$ cat config.mk
export PLATFORM = sky130hd
export DESIGN_NAME = ae_memorizer
export DESIGN_NICKNAME = d
export VERILOG_FILES = /design/src/rtl/ae_memorizer.sv
export SDC_FILE = /design/constraint.sdc
export NUM_CORES = 1
export LEC_CHECK = 0
export ABC_AREA = 1
export CAP_MARGIN = 20
export CORE_MARGIN = 3
export CORE_UTILIZATION = 63
export DETAILED_ROUTE_END_ITERATION = 8
export DONT_BUFFER_PORTS = 1
export PLACE_DENSITY = 0.79
export SETUP_SLACK_MARGIN = 0.15
export SYNTH_ARGS = -nofsm -noshare
export SYNTH_HDL_FRONTEND = slang
export SYNTH_SLANG_ARGS = --single-unit
$ cat constraint.sdc
create_clock -name clk -period 3.3 [get_ports clk]
set_input_delay 0.66 -clock clk [delete_from_list [all_inputs] [get_ports clk]]
set_output_delay 0.66 -clock clk [all_outputs]
set_load 0.005 [all_outputs]
$ cat src/rtl/ae_memorizer.sv
// AE event memorizer: captures one channel-hit word per sample tick into
// alternating DEPTH-word RAM banks, flagging full banks and event completion.
module ae_memorizer #(
  parameter int CH_W    = 16,
  parameter int DEPTH   = 200,
  parameter int END_GAP = 4,
  parameter int HOLDOFF = 8
) (
  input  logic            clk,
  input  logic            reset,
  input  logic            enable,
  input  logic            sample_tick,
  input  logic            trigger,
  input  logic [CH_W-1:0] ch_in,
  output logic            we,
  output logic [8:0]      waddr,
  output logic [CH_W-1:0] wdata,
  output logic            bank0_full,
  output logic            bank1_full,
  output logic            memorization_completed,
  output logic [7:0]      idx_final,
  output logic            recording
);

  localparam int GAP_W  = $clog2(END_GAP + 1);
  localparam int HOLD_W = $clog2(HOLDOFF + 1);
  localparam logic [7:0]        LAST_IDX = 8'(DEPTH - 1);
  localparam logic [GAP_W-1:0]  GAP_END  = GAP_W'(END_GAP);
  localparam logic [HOLD_W-1:0] HOLD_END = HOLD_W'(HOLDOFF);

  typedef enum logic [1:0] {S_IDLE, S_RECORD, S_HOLDOFF} state_t;

  state_t            state, state_nxt;
  logic [7:0]        idx, idx_nxt;
  logic              wr_bank, wr_bank_nxt;
  logic [GAP_W-1:0]  gap_cnt, gap_nxt, gap_sat;
  logic [HOLD_W-1:0] hold_cnt, hold_nxt, hold_sat;

  logic              we_nxt, b0_nxt, b1_nxt, mc_nxt, rec_nxt;
  logic [8:0]        waddr_nxt;
  logic [CH_W-1:0]   wdata_nxt;
  logic [7:0]        idx_final_nxt;

  always_ff @(posedge clk or negedge reset) begin
    if (!reset) begin
      state                  <= S_IDLE;
      idx                    <= '0;
      wr_bank                <= 1'b0;
      gap_cnt                <= '0;
      hold_cnt               <= '0;
      we                     <= 1'b0;
      waddr                  <= '0;
      wdata                  <= '0;
      bank0_full             <= 1'b0;
      bank1_full             <= 1'b0;
      memorization_completed <= 1'b0;
      idx_final              <= '0;
      recording              <= 1'b0;
    end else begin
      state                  <= state_nxt;
      idx                    <= idx_nxt;
      wr_bank                <= wr_bank_nxt;
      gap_cnt                <= gap_nxt;
      hold_cnt               <= hold_nxt;
      we                     <= we_nxt;
      waddr                  <= waddr_nxt;
      wdata                  <= wdata_nxt;
      bank0_full             <= b0_nxt;
      bank1_full             <= b1_nxt;
      memorization_completed <= mc_nxt;
      idx_final              <= idx_final_nxt;
      recording              <= rec_nxt;
    end
  end

  always_comb begin
    state_nxt     = state;
    idx_nxt       = idx;
    wr_bank_nxt   = wr_bank;
    gap_nxt       = gap_cnt;
    hold_nxt      = hold_cnt;
    we_nxt        = 1'b0;
    waddr_nxt     = waddr;
    wdata_nxt     = wdata;
    b0_nxt        = 1'b0;
    b1_nxt        = 1'b0;
    mc_nxt        = 1'b0;
    idx_final_nxt = idx_final;
    gap_sat       = (gap_cnt == GAP_END) ? gap_cnt : gap_cnt + GAP_W'(1);
    hold_sat      = (hold_cnt == HOLD_END) ? hold_cnt : hold_cnt + HOLD_W'(1);

    case (state)
      S_IDLE: begin
        if (sample_tick && trigger && enable) begin
          we_nxt    = 1'b1;
          waddr_nxt = {wr_bank, 8'd0};
          wdata_nxt = ch_in;
          idx_nxt   = 8'd1;
          gap_nxt   = '0;
          state_nxt = S_RECORD;
        end
      end

      S_RECORD: begin
        if (!enable) begin
          // Forced end: idx==0 means the last write already flipped the bank.
          mc_nxt        = 1'b1;
          idx_final_nxt = idx;
          if (idx != 8'd0) wr_bank_nxt = ~wr_bank;
          idx_nxt       = '0;
          hold_nxt      = '0;
          state_nxt     = S_HOLDOFF;
        end else if (sample_tick) begin
          we_nxt    = 1'b1;
          waddr_nxt = {wr_bank, idx};
          wdata_nxt = ch_in;
          gap_nxt   = trigger ? '0 : gap_sat;
          if (idx == LAST_IDX) begin
            b0_nxt      = ~wr_bank;
            b1_nxt      = wr_bank;
            idx_nxt     = '0;
            wr_bank_nxt = ~wr_bank;
          end else begin
            idx_nxt = idx + 8'd1;
          end
          // The gap-closing tick is still written; next event uses the other bank.
          if (!trigger && (gap_sat == GAP_END)) begin
            mc_nxt        = 1'b1;
            idx_final_nxt = idx + 8'd1;
            wr_bank_nxt   = ~wr_bank;
            idx_nxt       = '0;
            hold_nxt      = '0;
            state_nxt     = S_HOLDOFF;
          end
        end
      end

      S_HOLDOFF: begin
        if (sample_tick) begin
          hold_nxt = hold_sat;
          if (hold_sat == HOLD_END) state_nxt = S_IDLE;
        end
      end

      default: state_nxt = S_IDLE;
    endcase

    rec_nxt = (state_nxt == S_RECORD);
  end

endmodule

==> flow_metrics.py <==
metrics = {
    "cts": {
        "cts_resized": 0,
        "clkTransAtPathRegs_ns": 0.10,
        "clockRootBuffer": "clkbuf_8",
        "numCtsBuffers": 5,
        "cts_tree": "built",
        "clockBufferDepth": 2,
        "htree_levels": 2,
        "clock_latency_ns": 0.31,
        "post_cts_buffers": 0,
        "cts_hold_buffers": 0,
        "cts.sinks": 56,
    },
    "power": {
        "p_switching_mw": 0.646,
        "intPower_mw": 1.26,
        "ir_worst_vdd_mv": 0.279,
        "power.leakage_nw": 1.47,
        "seqPwrFrac_pct": 55.1,
        "powerDensity_nw_per_um2": 662,
        "power_mw": 1.90,
        "switching_share_pct": 33.9,
        "combPwrFrac_pct": 25.1,
        "clockPowerShare_pct": 19.8,
    },
    "cells_and_area": {
        "final_core_util_pct": 69.4,
        "nNetsFinal": 332,
        "drive_gt1_share_pct": 12.4,
        "diodes": 0,
        "area_growth_pct": 2.63,
    },
    "worst_setup_path": {
        "critPathSlowestCell": "dfrtp_1",
        "arrival_ns": 2.29,
        "start_kind": "register",
        "cp_top_family": "simple AND/OR/NAND/NOR gates",
        "reg2reg_slack_ns": 1.21,
        "r2r.worst_path.cells": 4,
        "cp_data_required_time_ns": 3.50,
        "crit_path_end_kind": "register",
        "reg2reg_to": "wdata[0]",
        "timing.critical_path.buf_inv": 0,
        "crit_fanout": 33,
        "critPathKind": "reg2reg",
        "timing.rr.start": "state[1]",
        "crit_path_max_incr_delay_ns": 0.48,
        "path_cells": "nor2_4, nand2_1, nand2_4, mux2_2",
    },
    "sta": {
        "period_minus_slack_ns": 2.09,
        "fin_crit_sh_pct": 63.3,
        "setup_viol": 0,
        "hold_viol": 0,
        "worstMarginPinSlew_ns": 0.431,
        "fin_tns_setup_ns": 0,
        "fmax_ghz": 0.479,
        "finClkSkew_ns": 0.0103,
        "slew-limit-headroom_pct": 71.2,
        "finalMaxSlewViolations": 0,
        "rsz0062_at_grt": "false",
    },
    "floorplanning": {
        "rows": 23,
        "dieArea_um2": 5290,
        "fp.dieH_um": 72.7,
        "core_um2": 4140,
        "start_util_pct": 67.6,
        "ios": 59,
        "fp.dieW_um": 72.7,
    },
    "grt": {
        "grt_use_total_pct": 22.0,
        "antenna_found_initial": 0,
        "grt_overflow": 0,
        "grt_start_max_net_pins": 57,
        "grt_pass1_vias": 1902,
        "grt_pass1_wl_um": 9000,
    },
    "detailed_routing": {
        "wirelength_um": 5330,
        "ant_nets": 0,
        "viasPerCell": 5.61,
        "dr.pass1.iters": 4,
        "dr_total_vias": 1996,
        "wl_per_cell_um": 15.0,
        "drc_errors": 0,
        "drtIter0Drc": 140,
    },
    "logic_synthesis": {
        "syn_nets": 336,
        "ys_seq_area_share_pct": 50.0,
        "netlist_instances": 309,
        "yosys_warnings": 0,
        "synth-seq-cells": 56,
        "yosysUniqueCellTypes": 28,
        "avgSynthCellArea_um2": 9.07,
        "syn_area_um2": 2800,
    },
    "place": {
        "gp_congestion": 0.891,
        "place_hpwl_um": 3900,
        "placement.io_buffers": 0,
    },
    "min_path": {
        "worstHoldPathType": "in2async",
    },
    "run_status": {
        "status": "finished, final reports clean",
    },
    "run": {
        "cap_violations": 0,
    },
}
-- registers in the layout, indices dropped and copies added (netlist names) --
| name | cells |
|---|---|
| bank1_full | 1 |
| idx_final | 8 |
| memorization_completed | 1 |
| recording | 1 |
| wr_bank | 1 |
| gap_cnt | 3 |
| wdata | 16 |
| idx | 8 |
| waddr | 9 |
| state | 2 |
| hold_cnt | 4 |
| bank0_full | 1 |
| we | 1 |
-- area by class of cell --
| cell class | count | area, µm² |
|---|---|---|
| clock inverter | 3 | 22.5 |
| clock buffer | 5 | 68.8 |
| multi-input combinational | 212 | 1210 |
| fill | 336 | 1270 |
| sequential | 56 | 1400 |
| inverter | 30 | 113 |
| tap | 50 | 62.6 |
-- metrics by stage --
stage | hold slack (ns) | worst slack, ns | area (µm²) | instances
global placement | 0.366 | 1.30 | 2790 | 348
floorplan | 0.364 | 1.56 | 2800 | 309
detailed placement | 0.366 | 1.23 | 2790 | 348
finish | 0.0244 | 1.21 | 2880 | 356
global route | 0.00112 | 1.04 | 2880 | 356
CTS | 0.0186 | 1.22 | 2880 | 356
-- cells in the final DEF, fill, tap and decap left out, types with 2 or more instances in the layout --
cell,instances
nand2_1,88
dfrtp_1,56
nand3_1,36
inv_1,26
o21ai_0,16
nor2_1,15
mux2_4,12
nand4_1,10
nand3b_1,6
ha_1,6
clkbuf_8,5
inv_2,4
mux2_2,4
nor3_1,3
xnor2_1,2
nor2_2,2
nand2_4,2
a21oi_2,2
o21bai_1,2
a21oi_1,2
-- per-layer routing --
metal | track usage [%] | routed length (µm)
met1 | 29.3 | 2370
met3 | 6.20 | 274
met4 | 7.99 | 66
met5 | 0 | 0
met2 | 34.4 | 2610
-- synthesized netlist by cell type (all sizes together) --
| cell type | instances | share of area (%) |
|---|---|---|
| a21oi | 4 | 0.98 |
| nand3b | 6 | 1.6 |
| nand2 | 91 | 13 |
| nand4 | 10 | 2.2 |
| o21bai | 2 | 0.54 |
| o21ai | 17 | 3.2 |
| dfrtp | 56 | 50 |
| clkbuf | 3 | 0.40 |
| ha | 6 | 2.7 |
| nor3 | 3 | 0.54 |
| buf | 8 | 2.5 |
| nand3 | 37 | 7.1 |
| nor2 | 18 | 2.9 |
| mux2 | 16 | 8.0 |
| xnor2 | 2 | 0.63 |
| inv | 30 | 4.0 |
-- cells by family (layout without fill, tap and decap cells) --
kind of cell / count (synthesis) / in the layout / synth area share (%)
XOR/XNOR: 2 / 2 / 0.625
AO/OA/AOI/OAI: 23 / 23 / 4.69
multiplexers: 16 / 16 / 8.04
AND/OR/NAND/NOR: 165 / 165 / 27.1
buffers and inverters: 41 / 38 / 6.87
adder cells (fa/ha/maj): 6 / 6 / 2.68
flip-flops: 56 / 56 / 50.0
-- worst max-delay path by stage --
stage	from	end	slack (ns)	cells past startpoint
2_1_floorplan	enable	wdata[10]	1.56	7
3_3_place_gp	state[1]	wdata[1]	1.30	4
3_5_place_dp	state[1]	wdata[0]	1.23	4
4_1_cts	state[1]	wdata[0]	1.22	4
5_1_grt	state[0]	wdata[1]	1.04	5
6_report	state[1]	wdata[0]	1.21	4
-- power groups by stage --
stage               sequential, mW  combinational, mW  clock, mW
global placement              1.06              0.456          0
finish                        1.05              0.478      0.376
floorplan                     1.01              0.426          0
CTS                           1.05              0.482      0.392
detailed placement            1.07              0.481          0
global route                  1.08              0.538      0.419
Power figures use the tool's default switching activity.
